### src/rtl/sha_arbiter_if.sv
// rtl/sha_arbiter_if.sv - requester, SHA-core and status signals of the SHA arbiter
interface sha_arbiter_if;
    // requester 0 (key path)
    logic        req0_i;
    logic        rel0_i;
    logic        gnt0_o;
    logic        cs0_i;
    logic        we0_i;
    logic        wc0_i;
    logic [2:0]  addr0_i;
    logic [31:0] wdata0_i;
    logic        digest_valid0_o;

    // requester 1 (bitstream path)
    logic        req1_i;
    logic        rel1_i;
    logic        gnt1_o;
    logic        cs1_i;
    logic        we1_i;
    logic        wc1_i;
    logic [2:0]  addr1_i;
    logic [31:0] wdata1_i;
    logic        digest_valid1_o;

    // SHA core side
    logic        sha_reset_n_o;
    logic        sha_cs_o;
    logic        sha_we_o;
    logic        sha_wc_o;
    logic [2:0]  sha_address_o;
    logic [31:0] sha_write_data_o;
    logic        sha_digest_valid_i;

    // status
    logic        wdt_fault_o;

    modport master (
        output req0_i, rel0_i, cs0_i, we0_i, wc0_i, addr0_i, wdata0_i,
        output req1_i, rel1_i, cs1_i, we1_i, wc1_i, addr1_i, wdata1_i,
        output sha_digest_valid_i,
        input  gnt0_o, gnt1_o, digest_valid0_o, digest_valid1_o,
        input  sha_reset_n_o, sha_cs_o, sha_we_o, sha_wc_o,
        input  sha_address_o, sha_write_data_o, wdt_fault_o
    );

    modport slave (
        input  req0_i, rel0_i, cs0_i, we0_i, wc0_i, addr0_i, wdata0_i,
        input  req1_i, rel1_i, cs1_i, we1_i, wc1_i, addr1_i, wdata1_i,
        input  sha_digest_valid_i,
        output gnt0_o, gnt1_o, digest_valid0_o, digest_valid1_o,
        output sha_reset_n_o, sha_cs_o, sha_we_o, sha_wc_o,
        output sha_address_o, sha_write_data_o, wdt_fault_o
    );
endinterface

### src/rtl/sha_arbiter.sv
// rtl/sha_arbiter.sv - two-requester SHA core arbiter with scrub between owners; optional watchdog via SHA_ARB_WATCHDOG_EN
module sha_arbiter #(
    parameter int unsigned SCRUB_CYCLES = 2,
    parameter int unsigned WDT_CYCLES   = 1024
) (
    input  logic         clk,
    input  logic         reset_n,
    sha_arbiter_if.slave bus
);

    typedef enum logic [1:0] {
        IDLE  = 2'd0,
        SCRUB = 2'd1,
        OWN0  = 2'd2,
        OWN1  = 2'd3
    } state_t;

    localparam logic [3:0] SCRUB_LAST = 4'(SCRUB_CYCLES - 1);

    state_t     state;
    state_t     state_nxt;
    logic       last_gnt;
    logic       last_gnt_nxt;
    logic [3:0] scrub_cnt;
    logic       owner_rel;
    logic       wdt_revoke;

    // only the current owner's release pulse counts
    assign owner_rel = ((state == OWN0) && bus.rel0_i) ||
                       ((state == OWN1) && bus.rel1_i);

`ifdef SHA_ARB_WATCHDOG_EN
    localparam logic [15:0] WDT_LAST = 16'(WDT_CYCLES - 1);

    logic [15:0] wdt_cnt;
    logic        wdt_fault;
    logic        owner_idle;

    // owner is idle when none of its SHA strobes is active
    always_comb begin
        owner_idle = 1'b0;
        if (state == OWN0) begin
            owner_idle = !(bus.cs0_i || bus.we0_i || bus.wc0_i);
        end else if (state == OWN1) begin
            owner_idle = !(bus.cs1_i || bus.we1_i || bus.wc1_i);
        end
    end

    // the idle cycle that brings the count to WDT_CYCLES revokes, unless the owner releases anyway
    assign wdt_revoke = owner_idle && (wdt_cnt == WDT_LAST) && !owner_rel;

    // idle counter cleared by any strobe or state change; fault flag sticky until reset
    always_ff @(posedge clk) begin
        if (!reset_n) begin
            wdt_cnt   <= 16'd0;
            wdt_fault <= 1'b0;
        end else begin
            if (!owner_idle || (state_nxt != state)) begin
                wdt_cnt <= 16'd0;
            end else begin
                wdt_cnt <= wdt_cnt + 16'd1;
            end
            if (wdt_revoke) begin
                wdt_fault <= 1'b1;
            end
        end
    end

    assign bus.wdt_fault_o = wdt_fault;
`else
    assign wdt_revoke      = 1'b0;
    assign bus.wdt_fault_o = 1'b0;
`endif

    // state, round-robin pointer and scrub counter registers
    always_ff @(posedge clk) begin
        if (!reset_n) begin
            state     <= IDLE;
            last_gnt  <= 1'b1;
            scrub_cnt <= 4'd0;
        end else begin
            state    <= state_nxt;
            last_gnt <= last_gnt_nxt;
            if ((state == SCRUB) && (state_nxt == SCRUB)) begin
                scrub_cnt <= scrub_cnt + 4'd1;
            end else begin
                scrub_cnt <= 4'd0;
            end
        end
    end

    // next-state: grant only from IDLE, so a release always passes through SCRUB
    always_comb begin
        state_nxt    = state;
        last_gnt_nxt = last_gnt;
        case (state)
            IDLE: begin
                if (bus.req0_i && bus.req1_i) begin
                    if (last_gnt) begin
                        state_nxt    = OWN0;
                        last_gnt_nxt = 1'b0;
                    end else begin
                        state_nxt    = OWN1;
                        last_gnt_nxt = 1'b1;
                    end
                end else if (bus.req0_i) begin
                    state_nxt    = OWN0;
                    last_gnt_nxt = 1'b0;
                end else if (bus.req1_i) begin
                    state_nxt    = OWN1;
                    last_gnt_nxt = 1'b1;
                end
            end
            SCRUB: begin
                if (scrub_cnt == SCRUB_LAST) begin
                    state_nxt = IDLE;
                end
            end
            OWN0, OWN1: begin
                if (owner_rel || wdt_revoke) begin
                    state_nxt = SCRUB;
                end
            end
            default: state_nxt = IDLE;
        endcase
    end

    // output routing: owner's strobes mirrored combinationally, everything quiet otherwise
    always_comb begin
        bus.gnt0_o           = 1'b0;
        bus.gnt1_o           = 1'b0;
        bus.digest_valid0_o  = 1'b0;
        bus.digest_valid1_o  = 1'b0;
        bus.sha_cs_o         = 1'b0;
        bus.sha_we_o         = 1'b0;
        bus.sha_wc_o         = 1'b0;
        bus.sha_address_o    = 3'd0;
        bus.sha_write_data_o = 32'd0;
        case (state)
            OWN0: begin
                bus.gnt0_o           = 1'b1;
                bus.digest_valid0_o  = bus.sha_digest_valid_i;
                bus.sha_cs_o         = bus.cs0_i;
                bus.sha_we_o         = bus.we0_i;
                bus.sha_wc_o         = bus.wc0_i;
                bus.sha_address_o    = bus.addr0_i;
                bus.sha_write_data_o = bus.wdata0_i;
            end
            OWN1: begin
                bus.gnt1_o           = 1'b1;
                bus.digest_valid1_o  = bus.sha_digest_valid_i;
                bus.sha_cs_o         = bus.cs1_i;
                bus.sha_we_o         = bus.we1_i;
                bus.sha_wc_o         = bus.wc1_i;
                bus.sha_address_o    = bus.addr1_i;
                bus.sha_write_data_o = bus.wdata1_i;
            end
            default: ;
        endcase
    end

    // core held in reset during SCRUB and while the arbiter itself is in reset
    assign bus.sha_reset_n_o = reset_n && (state != SCRUB);

endmodule

### src/flat_wrapper.sv
// flat-port wrapper written by rule: the top's interface ports become plain ports
module sha_arbiter_flat 
#(
    parameter int unsigned SCRUB_CYCLES = 2,
    parameter int unsigned WDT_CYCLES   = 1024
)
  (clk, reset_n, bus_req0_i, bus_rel0_i, bus_cs0_i, bus_we0_i, bus_wc0_i, bus_addr0_i, bus_wdata0_i, bus_req1_i, bus_rel1_i, bus_cs1_i, bus_we1_i, bus_wc1_i, bus_addr1_i, bus_wdata1_i, bus_sha_digest_valid_i, bus_gnt0_o, bus_gnt1_o, bus_digest_valid0_o, bus_digest_valid1_o, bus_sha_reset_n_o, bus_sha_cs_o, bus_sha_we_o, bus_sha_wc_o, bus_sha_address_o, bus_sha_write_data_o, bus_wdt_fault_o);
  sha_arbiter_if bus_i ();
  input  logic clk;
  input  logic reset_n;
  input wire logic [$bits(bus_i.req0_i)-1:0] bus_req0_i;
  input wire logic [$bits(bus_i.rel0_i)-1:0] bus_rel0_i;
  input wire logic [$bits(bus_i.cs0_i)-1:0] bus_cs0_i;
  input wire logic [$bits(bus_i.we0_i)-1:0] bus_we0_i;
  input wire logic [$bits(bus_i.wc0_i)-1:0] bus_wc0_i;
  input wire logic [$bits(bus_i.addr0_i)-1:0] bus_addr0_i;
  input wire logic [$bits(bus_i.wdata0_i)-1:0] bus_wdata0_i;
  input wire logic [$bits(bus_i.req1_i)-1:0] bus_req1_i;
  input wire logic [$bits(bus_i.rel1_i)-1:0] bus_rel1_i;
  input wire logic [$bits(bus_i.cs1_i)-1:0] bus_cs1_i;
  input wire logic [$bits(bus_i.we1_i)-1:0] bus_we1_i;
  input wire logic [$bits(bus_i.wc1_i)-1:0] bus_wc1_i;
  input wire logic [$bits(bus_i.addr1_i)-1:0] bus_addr1_i;
  input wire logic [$bits(bus_i.wdata1_i)-1:0] bus_wdata1_i;
  input wire logic [$bits(bus_i.sha_digest_valid_i)-1:0] bus_sha_digest_valid_i;
  output wire logic [$bits(bus_i.gnt0_o)-1:0] bus_gnt0_o;
  output wire logic [$bits(bus_i.gnt1_o)-1:0] bus_gnt1_o;
  output wire logic [$bits(bus_i.digest_valid0_o)-1:0] bus_digest_valid0_o;
  output wire logic [$bits(bus_i.digest_valid1_o)-1:0] bus_digest_valid1_o;
  output wire logic [$bits(bus_i.sha_reset_n_o)-1:0] bus_sha_reset_n_o;
  output wire logic [$bits(bus_i.sha_cs_o)-1:0] bus_sha_cs_o;
  output wire logic [$bits(bus_i.sha_we_o)-1:0] bus_sha_we_o;
  output wire logic [$bits(bus_i.sha_wc_o)-1:0] bus_sha_wc_o;
  output wire logic [$bits(bus_i.sha_address_o)-1:0] bus_sha_address_o;
  output wire logic [$bits(bus_i.sha_write_data_o)-1:0] bus_sha_write_data_o;
  output wire logic [$bits(bus_i.wdt_fault_o)-1:0] bus_wdt_fault_o;
  assign bus_i.req0_i = bus_req0_i;
  assign bus_i.rel0_i = bus_rel0_i;
  assign bus_i.cs0_i = bus_cs0_i;
  assign bus_i.we0_i = bus_we0_i;
  assign bus_i.wc0_i = bus_wc0_i;
  assign bus_i.addr0_i = bus_addr0_i;
  assign bus_i.wdata0_i = bus_wdata0_i;
  assign bus_i.req1_i = bus_req1_i;
  assign bus_i.rel1_i = bus_rel1_i;
  assign bus_i.cs1_i = bus_cs1_i;
  assign bus_i.we1_i = bus_we1_i;
  assign bus_i.wc1_i = bus_wc1_i;
  assign bus_i.addr1_i = bus_addr1_i;
  assign bus_i.wdata1_i = bus_wdata1_i;
  assign bus_i.sha_digest_valid_i = bus_sha_digest_valid_i;
  assign bus_gnt0_o = bus_i.gnt0_o;
  assign bus_gnt1_o = bus_i.gnt1_o;
  assign bus_digest_valid0_o = bus_i.digest_valid0_o;
  assign bus_digest_valid1_o = bus_i.digest_valid1_o;
  assign bus_sha_reset_n_o = bus_i.sha_reset_n_o;
  assign bus_sha_cs_o = bus_i.sha_cs_o;
  assign bus_sha_we_o = bus_i.sha_we_o;
  assign bus_sha_wc_o = bus_i.sha_wc_o;
  assign bus_sha_address_o = bus_i.sha_address_o;
  assign bus_sha_write_data_o = bus_i.sha_write_data_o;
  assign bus_wdt_fault_o = bus_i.wdt_fault_o;
  sha_arbiter #(.SCRUB_CYCLES(SCRUB_CYCLES), .WDT_CYCLES(WDT_CYCLES)) u_core (.clk(clk), .reset_n(reset_n), .bus(bus_i));
endmodule
### config.mk
export PLATFORM = sky130hd
export DESIGN_NAME = sha_arbiter_flat
export DESIGN_NICKNAME = d
export VERILOG_FILES = /design/src/rtl/sha_arbiter_if.sv /design/src/rtl/sha_arbiter.sv /design/src/flat_wrapper.sv
export SDC_FILE = /design/constraint.sdc
export NUM_CORES = 1
export LEC_CHECK = 0
export ABC_CLOCK_PERIOD_IN_PS = 1500
export BUFFER_PORTS_ARGS = -buffer_cell sky130_fd_sc_hd__buf_2
export CAP_MARGIN = 20
export CORE_UTILIZATION = 31
export CTS_CLUSTER_DIAMETER = 60
export DETAILED_ROUTE_END_ITERATION = 7
export PLACE_DENSITY = 0.81
export SETUP_SLACK_MARGIN = 0.02
export SYNTH_ARGS = -nofsm -noshare
export SYNTH_HDL_FRONTEND = slang
export SYNTH_SLANG_ARGS = --single-unit
### constraint.sdc
create_clock -name clk -period 1.5 [get_ports clk]
set_input_delay 0.075 -clock clk [delete_from_list [all_inputs] [get_ports clk]]
set_output_delay 0.075 -clock clk [all_outputs]
set_load 0.01 [all_outputs]
==> impl_metrics.py, run 1 <==
metrics = {
    "setup_path": {
        "slowest_delay_ps": 430,
        "critPathSlowestCell": "dfxtp_4",
        "startpoint": "u_core.state[0]",
        "cp.required_ps": 1420,
        "worstPathMaxFanout": 15,
        "reg2reg_from": "u_core.scrub_cnt[0]",
        "crit_path_start_kind": "register",
        "endpoint_kind": "output pin",
        "crit_arrival_ps": 1290,
        "critPathKind": "register to output pin",
        "crit_chain": "buf_12 -> mux2i_1 -> nor2_1 -> buf_2",
    },
    "detailed_routing": {
        "drc_errors": 20,
        "drt_first_iter_violations": 60,
        "dr.pass1.iters": 6,
        "via_count": 1299,
        "finalWirelength_um": 3300,
        "wire_per_inst_um": 11.7,
        "vias_per_cell": 4.61,
        "ant_nets": 0,
    },
    "clocking": {
        "clockBufferDepth": 2,
        "cts_made_buffers": 3,
        "htree_levels": 1,
        "cts.sinks": 7,
        "cts_tree": "done",
        "cts_hold_buffers": 0,
        "path_clk_slew_ps": 50,
        "root_buffer": "clkbuf_4",
        "clk_latency_ps": 250,
    },
    "timing": {
        "timing.final.crit_share_pct": 91.1,
        "setup_viol": 0,
        "max_freq_mhz": 732,
        "rsz0062_at_grt": "no",
        "finalHoldViolCount": 0,
        "fin_crit_ps": 1370,
        "report.final.slew_viol_count": 0,
        "clock_skew_ps": 2.19,
        "setup_slack_ps": 134,
        "hold_slack_ps": 92.8,
        "setup_tns_ps": 0,
    },
    "run_status": {
        "violations": "design-rule violations",
        "status": "finished, violations left",
    },
    "floorplanning": {
        "coreArea_um2": 2810,
        "die_y_um": 57.0,
        "fp.dieW_um": 57.0,
        "io_pins": 127,
        "rows": 19,
        "die-area_um2": 3250,
        "start_util_pct": 33.4,
    },
    "synth": {
        "synth_area_leaders": "mux2i_1 41%, nor2_1 18%, dfxtp_1 15%",
        "mappedNetlistNets": 211,
        "netlist_area_um2": 937,
        "synth_common_cells": "45 x nor2_1, 38 x mux2i_1, 7 x dfxtp_1",
        "ys_ff_latch": 7,
        "ys_seq_area_share_pct": 15.0,
        "synth_flop_cell": "dfxtp_1",
        "yosysTopAreaCellShare_pct": 40.6,
        "netlist_instances": 126,
        "ys_types": 27,
        "synth_edf_count": 0,
        "synth-async-reset-ratio_pct": 0,
        "syn-mean-instance-area_um2": 7.44,
        "yosys_warnings": 0,
        "yosysTopAreaCell": "mux2i_1",
        "synth_most_common_cell": "nor2_1",
    },
    "cells_and_area": {
        "layout-drive-gt1-share_pct": 56.2,
        "n_antenna_cell": 0,
        "finalNonFillerCells": 282,
        "area_growth_pct": 75.3,
        "post-route-util_pct": 58.6,
        "final_nets": 337,
        "nFillCells": 298,
        "regArea_um2": 144,
        "multi_input_area_um2": 723,
    },
    "pwr": {
        "irDropWorstVdd_v": 0.000436,
        "powerDensity_nw_per_um2": 634,
        "p_leak_nw": 0.937,
    },
    "grt": {
        "grt_pass1_vias": 1135,
        "overflow": 0,
        "antenna_found_initial": 0,
        "grt_max_degree": 22,
        "grt_util_all_layers_pct": 18.5,
        "grt_pass1_wl_um": 4860,
    },
    "place": {
        "place_congestion": 0.781,
        "hpwl_um": 2660,
        "dp_cells": 277,
        "io_buffers": 125,
        "pre_cts_ws_ps": 177,
    },
    "hold_path": {
        "hold_class": "primary input to register",
        "min_from": "bus_req1_i",
    },
    "run": {
        "cap_violations": 0,
    },
}
==> final timing paths <==
path                        endpoint  slack, ps  cells past startpoint
max          bus_sha_write_data_o[9]        130                      4
min                  u_core.state[0]         90                      3
max reg2reg          u_core.state[0]        190                      4
min reg2reg      u_core.scrub_cnt[0]        460                      1
==> cells in the final DEF, fill, tap and decap left out, drive strengths merged, types with 2 or more instances in the layout <==
| master | n |
|---|---|
| buf | 132 |
| nor2 | 45 |
| mux2i | 38 |
| dfxtp | 7 |
| clkbuf | 4 |
| inv | 2 |
| nand2 | 2 |
| nor3 | 2 |
| nand3 | 2 |
| ha | 2 |
| a21boi | 2 |
==> what timing repair did <==
item	4_1_cts	5_1_grt
buffers inserted	0	1
gates resized for setup	1	0
endpoints found under the setup margin	8	2
==> power by group <==
part           internal (mW)  leakage (nW)  switching, mW
Sequential             0.201        0.0579         0.0228
Clock                  0.102        0.0150         0.0697
Combinational          0.331         0.864          0.316
Total                  0.633         0.937          0.409
==> per-stage QoR <==
stage | instance area [um^2] | total power, mW
finish | 1640 | 1.04
global route | 1640 | 1.12
CTS | 1640 | 1.05
detailed placement | 1610 | 0.870
global placement | 1610 | 0.852
floorplan | 937 | 0.598
==> logic make-up (layout without fill, tap and decap cells) <==
kind of cell,Yosys count,count (layout),synth area share (%)
XOR/XNOR,2,2,1.87
multiplexers,38,38,40.6
adder cells (fa/ha/maj),2,2,2.67
buffers and inverters,13,138,7.88
AND/OR/NAND/NOR,56,56,26.0
flip-flops,7,7,15.0
other,1,1,0.400
AO/OA/AOI/OAI,7,7,5.61
==> state kept, by name (all words and copies together) (netlist names) <==
| name | cells |
|---|---|
| u_core.scrub_cnt | 4 |
| u_core.state | 2 |
| u_core.last_gnt | 1 |
==> metal layers <==
metal	share of wire, %	global-route usage (%)	vias to the layer above
met4	0.94	6.62	0
met5	0	0	-
met1	40	20.8	566
met2	51	35.1	55
met3	8.0	2.49	5
li1	-	-	673
==> cell type report <==
| class | instances | area share, % |
|---|---|---|
| well taps | 31 | 2.36 |
| clock buffers | 4 | 1.60 |
| repair buffers | 132 | 42.8 |
| multi-input cells | 106 | 44.0 |
| inverters | 2 | 0.457 |
| flip-flops and latches | 7 | 8.76 |
==> critical path, delay by kind of cell (launching register included) <==
kind / cells / cell delay (ps)
simple gates: 1 / 50
flops: 1 / 430
mux: 1 / 230
buf+inv: 2 / 320
Power figures use the tool's default switching activity.
==> run 2: changes to the inputs <==
CORE_ASPECT_RATIO = 1.75   (was not set)
GPL_TIMING_DRIVEN = 0   (was not set)
==> run 2 against run 1 <==
The run still ends with design-rule violations left. Clock power grew 53%. Flip-flop and latch count is the same. Register-to-register slack lost 40 ps. Core utilization shrank 0.96 points. Worst hold slack lost 3.5 ps. Largest power group unchanged.
==> impl_metrics.py, run 2 (synthesized netlist as in run 1, its figures left out) <==
metrics = {
    "setup_path": {
        "endpoint_kind": "output pin",
        "critPathKind": "register to output pin",
        "reg2reg_from": "u_core.scrub_cnt[0]",
        "r2r_end": "u_core.state[0]",
        "cp.required_ps": 1420,
        "crit_arrival_ps": 1320,
        "ff2ff_path_depth": 4,
        "rrSetupSlack_ps": 150,
        "crit_path_start_kind": "register",
        "worstPathMaxFanout": 10,
    },
    "timing": {
        "fin_crit_ps": 1390,
        "max_freq_mhz": 718,
        "clock_skew_ps": 3.28,
        "setup_tns_ps": 0,
        "rsz0062_at_grt": "yes",
        "finalHoldViolCount": 0,
        "setup_viol": 0,
        "timing.final.crit_share_pct": 92.9,
        "setup_slack_ps": 107,
        "report.final.slew_viol_count": 0,
    },
    "run": {
        "cap_violations": 0,
    },
    "hold_path": {
        "min_path_cells": 2,
        "min_from": "reset_n",
        "hold_class": "primary input to register",
        "min_to": "u_core.last_gnt",
    },
    "pwr": {
        "irDropWorstVdd_v": 0.000663,
        "p_leak_nw": 0.958,
        "powerDensity_nw_per_um2": 677,
    },
    "clocking": {
        "cts_made_buffers": 3,
        "root_buffer": "clkbuf_8",
        "htree_levels": 1,
        "postCtsSetupBuffers": 0,
        "path_clk_slew_ps": 40,
        "clk_latency_ps": 230,
        "clockBufferDepth": 2,
        "cts_tree": "done",
        "cts.sinks": 7,
    },
    "detailed_routing": {
        "wire_per_inst_um": 11.3,
        "via_count": 1308,
        "ant_nets": 0,
        "dr.pass1.iters": 6,
        "vias_per_cell": 4.62,
        "drt_first_iter_violations": 36,
        "drc_errors": 18,
        "finalWirelength_um": 3200,
    },
    "grt": {
        "grt_pass1_vias": 1102,
        "overflow": 0,
        "antenna_found_initial": 0,
        "grt_pass1_wl_um": 4370,
        "grt_max_degree": 11,
        "grt_util_all_layers_pct": 17.0,
    },
    "cells_and_area": {
        "top_register": "u_core.scrub_cnt",
        "area_growth_pct": 78.0,
        "top_regs": "u_core.scrub_cnt x4, u_core.state x2, u_core.last_gnt x1",
        "final_cell_mix": "128 x buf_2, 45 x nor2_1, 38 x mux2i_1, 7 x dfxtp_1, 5 x buf_6",
        "n_antenna_cell": 0,
        "layout_commonest_cell": "buf_2",
        "layout-drive-gt1-share_pct": 56.5,
        "largest_reg_flops": 4,
        "final_nets": 341,
    },
    "floorplanning": {
        "io_pins": 127,
        "fp.dieW_um": 43.6,
        "die_y_um": 74.7,
        "die-area_um2": 3260,
        "coreArea_um2": 2900,
        "rows": 26,
        "start_util_pct": 32.4,
    },
    "run_status": {
        "status": "finished, violations left",
        "violations": "design-rule violations",
    },
    "place": {
        "io_buffers": 125,
        "hpwl_um": 2690,
        "pre_cts_ws_ps": 145,
        "place_congestion": 0.728,
    },
}
==> run 2: cell count changes in the layout (fill, tap and decap cells not counted), moves of 2 or more <==
| cell | before | now |
|---|---|---|
| buf_6 | 0 | 5 |
| buf_2 | 125 | 128 |
| buf_4 | 5 | 2 |
| clkbuf_4 | 3 | 0 |
| clkbuf_8 | 0 | 3 |
| buf_12 | 2 | 0 |
==> run 2: critical path: stages, from the launching register on <==
cell	delay (ps)
dfxtp_1	340
buf_6	170
buf_6	180
mux2i_1	200
nor2_1	60
buf_2	140
==> run 2: area by class of cell <==
cell class              count  area (um^2)
plain buffers              11         91.3
clock buffers               4         45.0
fillers                   301         1230
inverters                   2         7.51
multi-input cells         106          723
flip-flops and latches      7          140
well taps                  28         35.0
repair buffers            125          626
==> run 2: worst max-delay path by stage <==
stage / cells after the start / startpoint / slack (ps) / end
after floorplan: 4 / u_core.state[1] / 250 / u_core.state[0]
after global placement: 5 / u_core.state[1] / 150 / bus_sha_reset_n_o
after detailed placement: 4 / u_core.scrub_cnt[0] / 140 / u_core.state[0]
after CTS: 5 / u_core.state[1] / 20 / bus_sha_write_data_o[25]
after global routing: 5 / u_core.state[0] / 20 / bus_sha_cs_o
final: 5 / u_core.state[0] / 110 / bus_sha_write_data_o[2]
==> run 2: per-stage QoR <==
step                      power [mW]  utilization [%]  cells  hold slack, ps  instance area, um^2
after floorplan                0.598                -    126             151                  937
after global placement         0.841             55.2    279             317                 1600
after detailed placement       0.856             55.2    279             315                 1600
after CTS                       1.13             57.1    283            85.2                 1650
after global routing            1.21             57.6    283            89.5                 1670
final                           1.13             57.6    283            89.2                 1670
==> run 2: timing repair <==
item / CTS / global route
hold buffers: 0 / 0
setup endpoints to repair: 39 / 27
gates resized for setup: 5 / 6
==> run 2: metal layers <==
| metal | vias to the layer above | share of wire (%) | track usage, % |
|---|---|---|---|
| met5 | - | 0 | 0 |
| met4 | 0 | 0.41 | 3.82 |
| met3 | 2 | 6.9 | 4.32 |
| met2 | 55 | 54 | 32.3 |
| met1 | 572 | 39 | 18.2 |
| li1 | 679 | - | - |
==> run 2: where the power goes <==
| part | total, mW | internal [mW] | switching (mW) | leakage [nW] |
|---|---|---|---|---|
| logic | 0.661 | 0.332 | 0.329 | 0.878 |
| registers | 0.208 | 0.200 | 0.00779 | 0.0573 |
| clock network | 0.261 | 0.183 | 0.0775 | 0.0228 |
==> run 3: changes to the inputs <==
RECOVER_POWER = 50   (was not set)
==> run 3 against run 2 <==
The flow still finishes with violations (design-rule violations). Setup slack lost 3.6 ps. Non-clock buffer count is the same. Die area did not move. First-iteration DRC count unchanged. Critical path type unchanged. Total power decreased by 1.4%.
==> impl_metrics.py, run 3 (synthesized netlist as in run 1, its figures left out) <==
metrics = {
    "run_status": {
        "status": "finished, violations left",
        "violations": "design-rule violations",
    },
    "setup_path": {
        "endpoint_kind": "output pin",
        "r2r_end": "u_core.state[0]",
        "worstPathMaxFanout": 10,
        "crit_path_start_kind": "register",
        "critPathKind": "register to output pin",
        "slowest_delay_ps": 340,
        "critPathSlowestCell": "dfxtp_1",
        "crit_chain": "buf_6 -> buf_6 -> mux2i_1 -> nor2_1 -> buf_2",
        "crit_top_cell": "buf_6",
        "cp.required_ps": 1420,
        "reg2reg_from": "u_core.scrub_cnt[0]",
        "rrSetupSlack_ps": 120,
        "crit_arrival_ps": 1320,
        "ff2ff_path_depth": 4,
    },
    "floorplanning": {
        "fp.dieW_um": 43.6,
        "io_pins": 127,
        "die-area_um2": 3260,
        "die_y_um": 74.7,
        "rows": 26,
        "coreArea_um2": 2900,
        "start_util_pct": 32.4,
    },
    "pwr": {
        "irDropWorstVdd_v": 0.000660,
        "powerDensity_nw_per_um2": 680,
        "p_leak_nw": 0.898,
    },
    "cells_and_area": {
        "nFillCells": 309,
        "final_nets": 341,
        "largest_reg_flops": 4,
        "top_register": "u_core.scrub_cnt",
        "final_cell_mix": "111 x buf_2, 45 x nor2_1, 38 x mux2i_1, 16 x clkbuf_1, 7 x dfxtp_1",
        "n_antenna_cell": 0,
        "area_growth_pct": 74.8,
        "layout_commonest_cell": "buf_2",
        "top_regs": "u_core.scrub_cnt x4, u_core.state x2, u_core.last_gnt x1",
        "layout-drive-gt1-share_pct": 49.8,
    },
    "grt": {
        "overflow": 0,
        "grt_max_degree": 11,
        "grt_pass1_vias": 1102,
        "grt_pass1_wl_um": 4370,
        "grt_util_all_layers_pct": 17.0,
        "antenna_found_initial": 0,
    },
    "detailed_routing": {
        "drc_errors": 18,
        "drt_first_iter_violations": 36,
        "ant_nets": 0,
        "dr.pass1.iters": 7,
        "wire_per_inst_um": 11.2,
        "via_count": 1306,
        "vias_per_cell": 4.61,
        "finalWirelength_um": 3180,
    },
    "timing": {
        "clock_skew_ps": 3.39,
        "setup_tns_ps": 0,
        "hold_slack_ps": 79.2,
        "report.final.slew_viol_count": 0,
        "timing.final.crit_share_pct": 93.1,
        "setup_viol": 0,
        "max_freq_mhz": 716,
        "rsz0062_at_grt": "yes",
        "finalHoldViolCount": 0,
        "fin_crit_ps": 1400,
    },
    "hold_path": {
        "min_from": "reset_n",
        "min_path_cells": 2,
        "hold_class": "primary input to register",
        "min_to": "u_core.last_gnt",
    },
    "clocking": {
        "htree_levels": 1,
        "cts_tree": "done",
        "postCtsSetupBuffers": 0,
        "root_buffer": "clkbuf_8",
        "clk_latency_ps": 230,
        "path_clk_slew_ps": 40,
        "cts.sinks": 7,
        "cts_hold_buffers": 0,
        "clockBufferDepth": 2,
        "cts_made_buffers": 3,
    },
    "place": {
        "place_congestion": 0.728,
        "hpwl_um": 2690,
        "io_buffers": 125,
    },
    "run": {
        "cap_violations": 0,
    },
}
==> run 3: how the worst max path moves through the flow <==
stage                        start                        to  slack [ps]  cells past startpoint
2_1_floorplan      u_core.state[1]           u_core.state[0]         250                      4
3_3_place_gp       u_core.state[1]         bus_sha_reset_n_o         150                      5
3_5_place_dp   u_core.scrub_cnt[0]           u_core.state[0]         140                      4
4_1_cts            u_core.state[1]  bus_sha_write_data_o[25]          20                      5
5_1_grt            u_core.state[0]              bus_sha_cs_o          20                      5
6_report           u_core.state[0]   bus_sha_write_data_o[2]         100                      5
==> run 3: layout make-up <==
cell class,count,area (um^2),share of cell area (%)
well taps,28,35.0,2.14
repair buffers,125,607,37.1
inverters,2,7.51,0.458
clock buffers,4,45.0,2.75
multi-input cells,106,712,43.5
plain buffers,11,91.3,5.58
flip-flops and latches,7,140,8.56
==> run 3: metal layers <==
metal	part of all wire, %	vias to the layer above	GRT usage [%]	routed length (um)
met5	0	-	0	0
met4	0.41	0	3.82	13
met3	7.4	2	4.32	236
met2	55	55	32.3	1770
met1	37	569	18.2	1170
li1	-	680	-	-
==> run 3: worst max-delay path: cells and delay by family (launching register included) <==
family        cells  cell delay [ps]
buf+inv           3              480
flops             1              340
mux               1              210
simple gates      1               60
==> run 3: where the power goes <==
| group | internal (mW) | switching, mW |
|---|---|---|
| Combinational | 0.319 | 0.326 |
| Clock | 0.183 | 0.0773 |
| Sequential | 0.200 | 0.00798 |
| Total | 0.703 | 0.411 |
==> run 3: what timing repair did <==
action,CTS,global route
gates resized for setup,5,6
setup endpoints to repair,39,27
pin swaps,0,0
==> run 3: through the flow <==
step | util, % | cell area (um^2) | cells | power, mW | worst slack (ps)
after floorplan | - | 937 | 126 | 0.598 | 246
after global placement | 55.2 | 1600 | 279 | 0.841 | 152
after detailed placement | 55.2 | 1600 | 279 | 0.856 | 145
after CTS | 57.1 | 1650 | 283 | 1.13 | 20.0
after global routing | 56.6 | 1640 | 283 | 1.19 | 15.6
final | 56.6 | 1640 | 283 | 1.11 | 103
